===== config.mk =====
export PLATFORM = sky130hd
export DESIGN_NAME = bisr_repair_map
export DESIGN_NICKNAME = d
export VERILOG_FILES = /design/src/rtl/bisr_repair_map.sv
export SDC_FILE = /design/constraint.sdc
export NUM_CORES = 1
export LEC_CHECK = 0
export ABC_CLOCK_PERIOD_IN_PS = 3200
export CORE_ASPECT_RATIO = 0.6
export CORE_MARGIN = 2
export CORE_UTILIZATION = 55
export DETAILED_ROUTE_END_ITERATION = 7
export GPL_TIMING_DRIVEN = 1
export PLACE_DENSITY = 0.77
export SLEW_MARGIN = 20
export SYNTH_ARGS = -nofsm -noshare
export SYNTH_HDL_FRONTEND = slang
export SYNTH_SLANG_ARGS = --single-unit
export TNS_END_PERCENT = 100

===== constraint.sdc =====
create_clock -name CLK -period 3.2 [get_ports CLK]
set_input_delay 0.96 -clock CLK [delete_from_list [all_inputs] [get_ports CLK]]
set_output_delay 0.96 -clock CLK [all_outputs]
set_load 0.01 [all_outputs]

===== src/rtl/bisr_repair_map.sv =====
// ---------------------------------------------------------------------------
// bisr_repair_map
//   Repair side of the memctrl BIST/BISR loop. During a BIST session, fail
//   reports ({select,addr}) are deduplicated into a small register-based spare
//   table. When BIST ends the table is locked, and functional accesses that hit
//   a faulty word are redirected to the matching spare data register.
//
// Ports
//   CLK, RSTN                       clock, asynchronous active-low reset
//   BIST_EN                         BIST session active
//   FAIL_VALID/FAIL_ADDR/FAIL_SEL   one-cycle fail report from the BIST engine
//   MEM_CE/MEM_WEB/MEM_ADDR/MEM_SEL/MEM_IDATA
//                                   functional access (WEB: 0=write, 1=read)
//   REPAIR_WMASK                    comb: current write hits a spare entry
//   REPAIR_HIT/REPAIR_ODATA         registered: previous read hit, spare data
//   REPAIR_CNT/REPAIR_FULL          allocated entries / table full
//   REPAIR_OVF                      sticky: unique fail seen while table full
//   MAP_LOCKED                      table locked, remap active
// ---------------------------------------------------------------------------
module bisr_repair_map #(
    parameter int NUM_SPARE = 8,
    parameter int ADDR_W    = 10,
    parameter int SEL_W     = 6,
    parameter int DATA_W    = 8,
    localparam int CNT_W    = $clog2(NUM_SPARE + 1)
) (
    input  logic              CLK,
    input  logic              RSTN,
    input  logic              BIST_EN,
    input  logic              FAIL_VALID,
    input  logic [ADDR_W-1:0] FAIL_ADDR,
    input  logic [SEL_W-1:0]  FAIL_SEL,
    input  logic              MEM_CE,
    input  logic              MEM_WEB,
    input  logic [ADDR_W-1:0] MEM_ADDR,
    input  logic [SEL_W-1:0]  MEM_SEL,
    input  logic [DATA_W-1:0] MEM_IDATA,
    output logic              REPAIR_WMASK,
    output logic              REPAIR_HIT,
    output logic [DATA_W-1:0] REPAIR_ODATA,
    output logic [CNT_W-1:0]  REPAIR_CNT,
    output logic              REPAIR_FULL,
    output logic              REPAIR_OVF,
    output logic              MAP_LOCKED
);

    localparam int KEY_W = SEL_W + ADDR_W;

    // One-hot state encoding
    localparam logic [3:0] ST_IDLE    = 4'b0001;
    localparam logic [3:0] ST_CLEAR   = 4'b0010;
    localparam logic [3:0] ST_CAPTURE = 4'b0100;
    localparam logic [3:0] ST_LOCKED  = 4'b1000;

    logic [3:0]        state_reg, state_next;
    logic [CNT_W-1:0]  cnt_reg;
    logic              ovf_reg;
    logic              hit_reg;
    logic [DATA_W-1:0] odata_reg;

    logic              valid_reg [NUM_SPARE];
    logic [KEY_W-1:0]  key_reg   [NUM_SPARE];
    logic [DATA_W-1:0] data_reg  [NUM_SPARE];

    logic [NUM_SPARE-1:0] fail_match;
    logic [NUM_SPARE-1:0] mem_match;
    logic [KEY_W-1:0]     fail_key;
    logic [KEY_W-1:0]     mem_key;
    logic [DATA_W-1:0]    rd_data;

    logic in_clear, in_capture, in_locked;
    logic full, fail_dup, capture_new, capture_ovf;
    logic mem_hit, wr_hit;

    assign fail_key   = {FAIL_SEL, FAIL_ADDR};
    assign mem_key    = {MEM_SEL, MEM_ADDR};

    assign in_clear   = (state_reg == ST_CLEAR);
    assign in_capture = (state_reg == ST_CAPTURE);
    assign in_locked  = (state_reg == ST_LOCKED);

    assign full        = (cnt_reg == CNT_W'(NUM_SPARE));
    assign fail_dup    = |fail_match;
    assign capture_new = in_capture && FAIL_VALID && !fail_dup && !full;
    assign capture_ovf = in_capture && FAIL_VALID && !fail_dup && full;

    // Remap is only visible once locked so BIST always sees the raw array.
    assign mem_hit = in_locked && (|mem_match);
    assign wr_hit  = MEM_CE && !MEM_WEB && mem_hit;

    // Per-entry CAM compare and storage. Entry gi is allocated only when the
    // count points at it, which keeps allocation in ascending index order.
    for (genvar gi = 0; gi < NUM_SPARE; gi++) begin : g_entry
        assign fail_match[gi] = valid_reg[gi] && (key_reg[gi] == fail_key);
        assign mem_match[gi]  = valid_reg[gi] && (key_reg[gi] == mem_key);

        always_ff @(posedge CLK or negedge RSTN) begin
            if (!RSTN) begin
                valid_reg[gi] <= 1'b0;
                key_reg[gi]   <= '0;
                data_reg[gi]  <= '0;
            end else if (in_clear) begin
                valid_reg[gi] <= 1'b0;
                data_reg[gi]  <= '0;
            end else if (capture_new && (cnt_reg == CNT_W'(gi))) begin
                valid_reg[gi] <= 1'b1;
                key_reg[gi]   <= fail_key;
                data_reg[gi]  <= '0;
            end else if (wr_hit && mem_match[gi]) begin
                data_reg[gi]  <= MEM_IDATA;
            end
        end
    end

    // Dedupe guarantees at most one match, so an OR-mux is sufficient.
    always_comb begin
        rd_data = '0;
        for (int i = 0; i < NUM_SPARE; i++) begin
            if (mem_match[i]) begin
                rd_data = rd_data | data_reg[i];
            end
        end
    end

    always_comb begin
        state_next = state_reg;
        unique case (state_reg)
            ST_IDLE:    if (BIST_EN)  state_next = ST_CLEAR;
            ST_CLEAR:                 state_next = ST_CAPTURE;
            ST_CAPTURE: if (!BIST_EN) state_next = ST_LOCKED;
            ST_LOCKED:  if (BIST_EN)  state_next = ST_CLEAR;
            default:                  state_next = ST_IDLE;
        endcase
    end

    always_ff @(posedge CLK or negedge RSTN) begin
        if (!RSTN) begin
            state_reg <= ST_IDLE;
            cnt_reg   <= '0;
            ovf_reg   <= 1'b0;
            hit_reg   <= 1'b0;
            odata_reg <= '0;
        end else begin
            state_reg <= state_next;

            if (in_clear) begin
                cnt_reg <= '0;
                ovf_reg <= 1'b0;
            end else begin
                if (capture_new) cnt_reg <= cnt_reg + 1'b1;
                if (capture_ovf) ovf_reg <= 1'b1;
            end

            // Read data follows the SRAM's one-cycle latency; ODATA holds
            // when no read is issued.
            if (in_locked && MEM_CE && MEM_WEB) begin
                hit_reg   <= mem_hit;
                odata_reg <= mem_hit ? rd_data : '0;
            end else begin
                hit_reg   <= 1'b0;
            end
        end
    end

    assign REPAIR_WMASK = wr_hit;
    assign REPAIR_HIT   = hit_reg;
    assign REPAIR_ODATA = odata_reg;
    assign REPAIR_CNT   = cnt_reg;
    assign REPAIR_FULL  = full;
    assign REPAIR_OVF   = ovf_reg;
    assign MAP_LOCKED   = in_locked;

endmodule


Yosys cells after proc, flatten, opt, wreduce, memory -nomap -nowiden. Index checks and enable logic that the tools add are counted.

Bits in latches: 0. Memories kept: 0. Bits in registers: 218. Bits in read-only memories: 0. Output and inout bits: 17. Bits in writable memories: 0.

Equality and inequality tests: 30. Shifts and indexed selects: 0. $mul: 0. Div/mod/pow operators: 0. Multiplexer cells: 57. Bitwise logic cells: 8. Add/subtract/negate cells: 1. Reductions and logical operators: 75. Magnitude comparators: 0.

Operators with widths (number): $mux W8 (33); $eq A16 B16 Y1 (16); $or A8 B8 Y8 (7); $logic_and A1 B1 Y1 (41); $reduce_bool A3 Y1 (8); $eq A4 B3 Y1 const B (5); $reduce_bool A2 Y1 (10); $mux W1 (19); $reduce_and A2 Y1 (9); $mux W4 (4); $reduce_or A8 Y1 (2); $eq A4 B2 Y1 const B (3); $pmux W4 S3 (1); $eq A4 B1 Y1 const B (2); $eq A4 B4 Y1 const B (2); $add A4 B1 Y4 const B (1); $logic_not A4 Y1 (1); $logic_not A1 Y1 (3); $ne A2 B1 Y1 const B (1); $ne A2 B2 Y1 const B (1); $reduce_or A2 Y1 (1); $not A1 Y1 (1).

Longest topological paths before layout.
Depth after elaboration: 18. Mapped depth: 11.

Least setup slack after synthesis. No wires, ideal clock.

Path kind: input to output. Start point: input port MEM_SEL[1]. End point: output port REPAIR_WMASK. Path slack: -330 ps. Cell stages on the path: 8. Path buffers: 1. Arrival: 2570 ps. Path through: clkbuf_1 xor2_1 nor4_1 nand2_1 nor4_1 or4_1 nor2_1 nor3_1.

Cells in the longest elaborated chain, start to end: 5. Elaborated cells between the ends (all ways): 19. Those cells by class: 8 x eq/ne; 11 x reduce/logical.

RTL lines: start: declaration (RTL line 36) `input logic [SEL_W-1:0] MEM_SEL,`; $eq A16 B16 Y1 (RTL line 95) `assign mem_match[gi] = valid_reg[gi] && (key_reg[gi] == mem_key);`; $logic_and A1 B1 Y1 (RTL line 95); $reduce_or A8 Y1 (*) (RTL line 88) `assign mem_hit = in_locked && (|mem_match);`; $logic_and A1 B1 Y1 (*) (RTL line 88); $logic_and A1 B1 Y1 (*) (RTL line 89) `assign wr_hit = MEM_CE && !MEM_WEB && mem_hit;`; end: declaration (RTL line 38) `output logic REPAIR_WMASK,`.

Mark *: on every way between the ends. The rest lies on a longest branch, timed or not.

Worst setup path after layout.
Start point: input port MEM_ADDR[2]. End point: output port REPAIR_WMASK.

Cells in the longest elaborated chain, start to end: 5. Elaborated cells between the ends (all ways): 19. Those cells by class: 8 x eq/ne; 11 x reduce/logical.

RTL lines: start: declaration (RTL line 35) `input logic [ADDR_W-1:0] MEM_ADDR,`; $eq A16 B16 Y1 (RTL line 95); $logic_and A1 B1 Y1 (RTL line 95); $reduce_or A8 Y1 (*) (RTL line 88); $logic_and A1 B1 Y1 (*) (RTL line 88); $logic_and A1 B1 Y1 (*) (RTL line 89).

Marked as above.

==> results.cfg <==
[sta]
min_period_over_period_pct = 120
setup_viol = 145
relSlewSlack_pct = 35.5
setup_ws_ns = -0.651
fmaxAchievable_ghz = 0.260
fin_skew_ns = 0.0150
hold_ws_ns = 0.391
drv_slew = 0
min_period_ns = 3.85
tightest_slew_ns = 0.967
finalHoldViolCount = 0
rsz0062_at_grt = true

[power]
power_density_nw_per_um2 = 427
p_switching_mw = 2.67
p_sw_share_pct = 32.6
power.share.clock_pct = 32.8
power.internal_mw = 5.52
p_seq_share_pct = 39.2
combinationalPowerShare_pct = 28.0
leakage_nw = 9.32
ir_drop_uv = 365

[drt]
vias_per_cell = 6.43
routedWlPerCell_um = 27.8
routed_wl_mm = 54.5
firstDrtPassIters = 7
drc = 0
vias = 12587
drt_iter0_markers = 1915
postRouteAntennaNets = 0

[synth]
yosysTopAreaCellShare_pct = 42.0
synth_area_sq_um = 12900
ys.flop_type = dfrtp_1
async_flop_share_pct = 100
ys_types = 58
yosys.area.top_type = dfrtp_1
syn_nets = 1280
synth_warnings = 0
syn_inst = 1230
yosys_register_bits = 218
synthTopCellsByArea = dfrtp_1, xor2_1, mux2_2
avgSynthCellArea_sq_um = 10.5
ys_seq_area_share_pct = 42.2
synth_edf_count = 0

[worst_setup_path]
end_kind = output pin
critical-path-slowest-cell = nor4_4
path_buf_inv = 3
crit_start = MEM_ADDR[2]
worstSetupPathType = input port to output pin
critical_path.max_fanout = 6
worstReg2RegEnd = data_reg[11]$_DFFE_PN0P_
worstPathRequired_ns = 2.24
critPathArrivalTime_ns = 2.89
crit_chain = buf_2, buf_6, xor2_1, nor4_4, nand2_2, nor4_4, or4_4, nor2_4, nor3_2, buf_2
slowest_delay_ns = 0.49
r2r_cells = 15
path_depth = 10
r2r-start = key_reg[18]$_DFFE_PN0P_
crit_family = simple AND/OR/NAND/NOR gates
critPathLaunchType = input port
reg2reg_slack_ns = 0.08
endpoint = REPAIR_WMASK

[clock_tree]
clk_pin_slew_worst_paths_ns = 0.08
cts_buffers = 22
cts_sinks = 218
hold_buffers = 0
cts_htree_levels = 1
cts_tree = done
clk_latency_ns = 0.53
cts-root-buf = clkbuf_16
cts_buffer_depth = 3

[placement]
place_area_sq_um = 16400
gp_congestion = 1.04
portBuffers = 62
hpwlAfterDp_mm = 32.0

[final_layout]
finalInstanceArea_sq_um = 19200
largest_reg_flops = 128
fin_nets = 1676
syn2layout_area_growth_pct = 48.2
multi_input_area_sq_um = 8140
seq_area_sq_um = 5460
nFillCells = 1112
drive_above_1_share_pct = 44.8

[floorplanning]
ios = 63
die-width_um = 202
start_util_pct = 56.1
die_h_um = 123
coreArea_sq_um = 23100
dieArea_sq_um = 24800
rows = 43

[worst_hold_path]
hold_path.class = input port to asynchronous set/reset pin

[global_route]
grt_pass1_wl_mm = 75.1
grt.total_usage_pct = 40.6
grt_overflow_total = 0
antenna_found_initial = 1
grt_pass1_vias = 12606
grt_max_degree = 71

[status]
violations = setup timing
status = finished, violations left

[job]
maxCapViolCount = 0
-- layout make-up --
type	instances	share of cell area, %
inverters	19	0.372
clock inverters	8	0.489
flip-flops and latches	218	28.5
multi-input cells	904	42.5
clock buffers	31	3.21
diodes	2	0.0261
well taps	315	2.06
repair buffers	461	22.9
-- cells in the mapped netlist, types with 6 or more instances --
library cell,count
dfrtp_1,217
xor2_1,176
mux2_2,117
nand2_1,107
xnor2_1,80
nor4_1,69
nor3_1,47
o21ai_0,41
clkbuf_1,37
mux2i_1,35
nand3_1,31
buf_4,27
and3_1,23
inv_1,19
nand4_1,19
nor2_1,18
buf_2,15
nand2b_1,12
a22oi_1,10
mux2_4,10
and2_1,8
o211ai_1,8
o21a_1,8
or2_2,8
buf_6,7
nand3b_1,7
nor4bb_1,7
a22o_1,6
-- cell families (layout without fill, tap and decap cells) --
kind of cell,after synthesis,count (layout),synth area share [%]
AOI/OAI and AO/OA,96,96,4.87
xor gates and xnor gates,258,258,17.6
adders and majority gates,4,4,0.387
buffers and inverters,109,519,4.62
DFF,218,218,42.2
muxes,163,163,14.1
other,0,2,0
and+or+nand+nor,382,383,16.2
-- metrics by stage --
step	instances	worst slack, ns	total power [mW]	util (%)	setup TNS [ns]
after floorplan	1230	-0.0712	4.10	-	-0.240
after global placement	1847	-1.44	4.96	70.9	-138.34
after detailed placement	1847	-1.48	5.01	70.9	-159.75
after global routing	1956	-0.776	8.43	83.1	-24.90
final	1958	-0.651	8.19	83.1	-10.48
after CTS	1940	-0.501	7.92	80.5	-0.501
-- power by group through the flow --
stage	Sequential [mW]	Combinational (mW)	Clock, mW
3_3_place_gp	3.20	1.76	0
3_5_place_dp	3.21	1.80	0
2_1_floorplan	3.16	0.941	0
5_1_grt	3.23	2.40	2.80
6_report	3.21	2.30	2.69
4_1_cts	3.19	2.07	2.66
-- cells in the final DEF, fill, tap and decap left out, types with 7 or more instances in the layout --
cell,instances
a22oi_1,10
and2_1,7
and3_1,23
buf_12,37
buf_2,7
buf_4,316
buf_6,35
buf_8,9
clkbuf_1,7
clkbuf_16,28
clkdlybuf4s50_1,28
dfrtp_1,217
dlygate4sd2_1,11
inv_1,19
mux2_2,109
mux2_4,18
mux2i_1,34
nand2_1,98
nand2b_1,12
nand3_1,30
nand3b_1,7
nand4_1,19
nor2_1,15
nor3_1,39
nor3_2,8
nor4_1,45
nor4_2,13
nor4_4,14
o211ai_1,8
o21a_1,8
o21ai_0,36
xnor2_1,64
xnor2_2,13
xor2_1,122
xor2_2,45
xor2_4,11
-- timing repair --
| action | 4_1_cts | 5_1_grt |
|---|---|---|
| resized for setup | 259 | 84 |
| setup endpoints to repair | 196 | 153 |
| pin swaps | 52 | 41 |
| cloned | 7 | 5 |
| setup buffers | 51 | 21 |
-- metal layers --
metal | share of wire [%] | global-route usage (%) | up-vias
met5 | 0.084 | 0 | -
met4 | 6.4 | 15.9 | 2
met3 | 15 | 14.1 | 335
met2 | 42 | 61.5 | 1097
met1 | 37 | 53.8 | 6082
li1 | - | - | 5071
-- worst min path at each step --
stage	cells past startpoint	slack, ns	to
floorplan	1	0.49	valid_reg[7]$_DFFE_PN0P_
detailed placement	2	0.48	REPAIR_ODATA[0]$_DFFE_PN0P_
CTS	1	0.43	key_reg[127]$_DFFE_PN0P_
global placement	2	0.46	REPAIR_ODATA[0]$_DFFE_PN0P_
finish	1	0.39	key_reg[127]$_DFFE_PN0P_
global route	1	0.44	key_reg[127]$_DFFE_PN0P_
(Power assumes the default switching activity.)
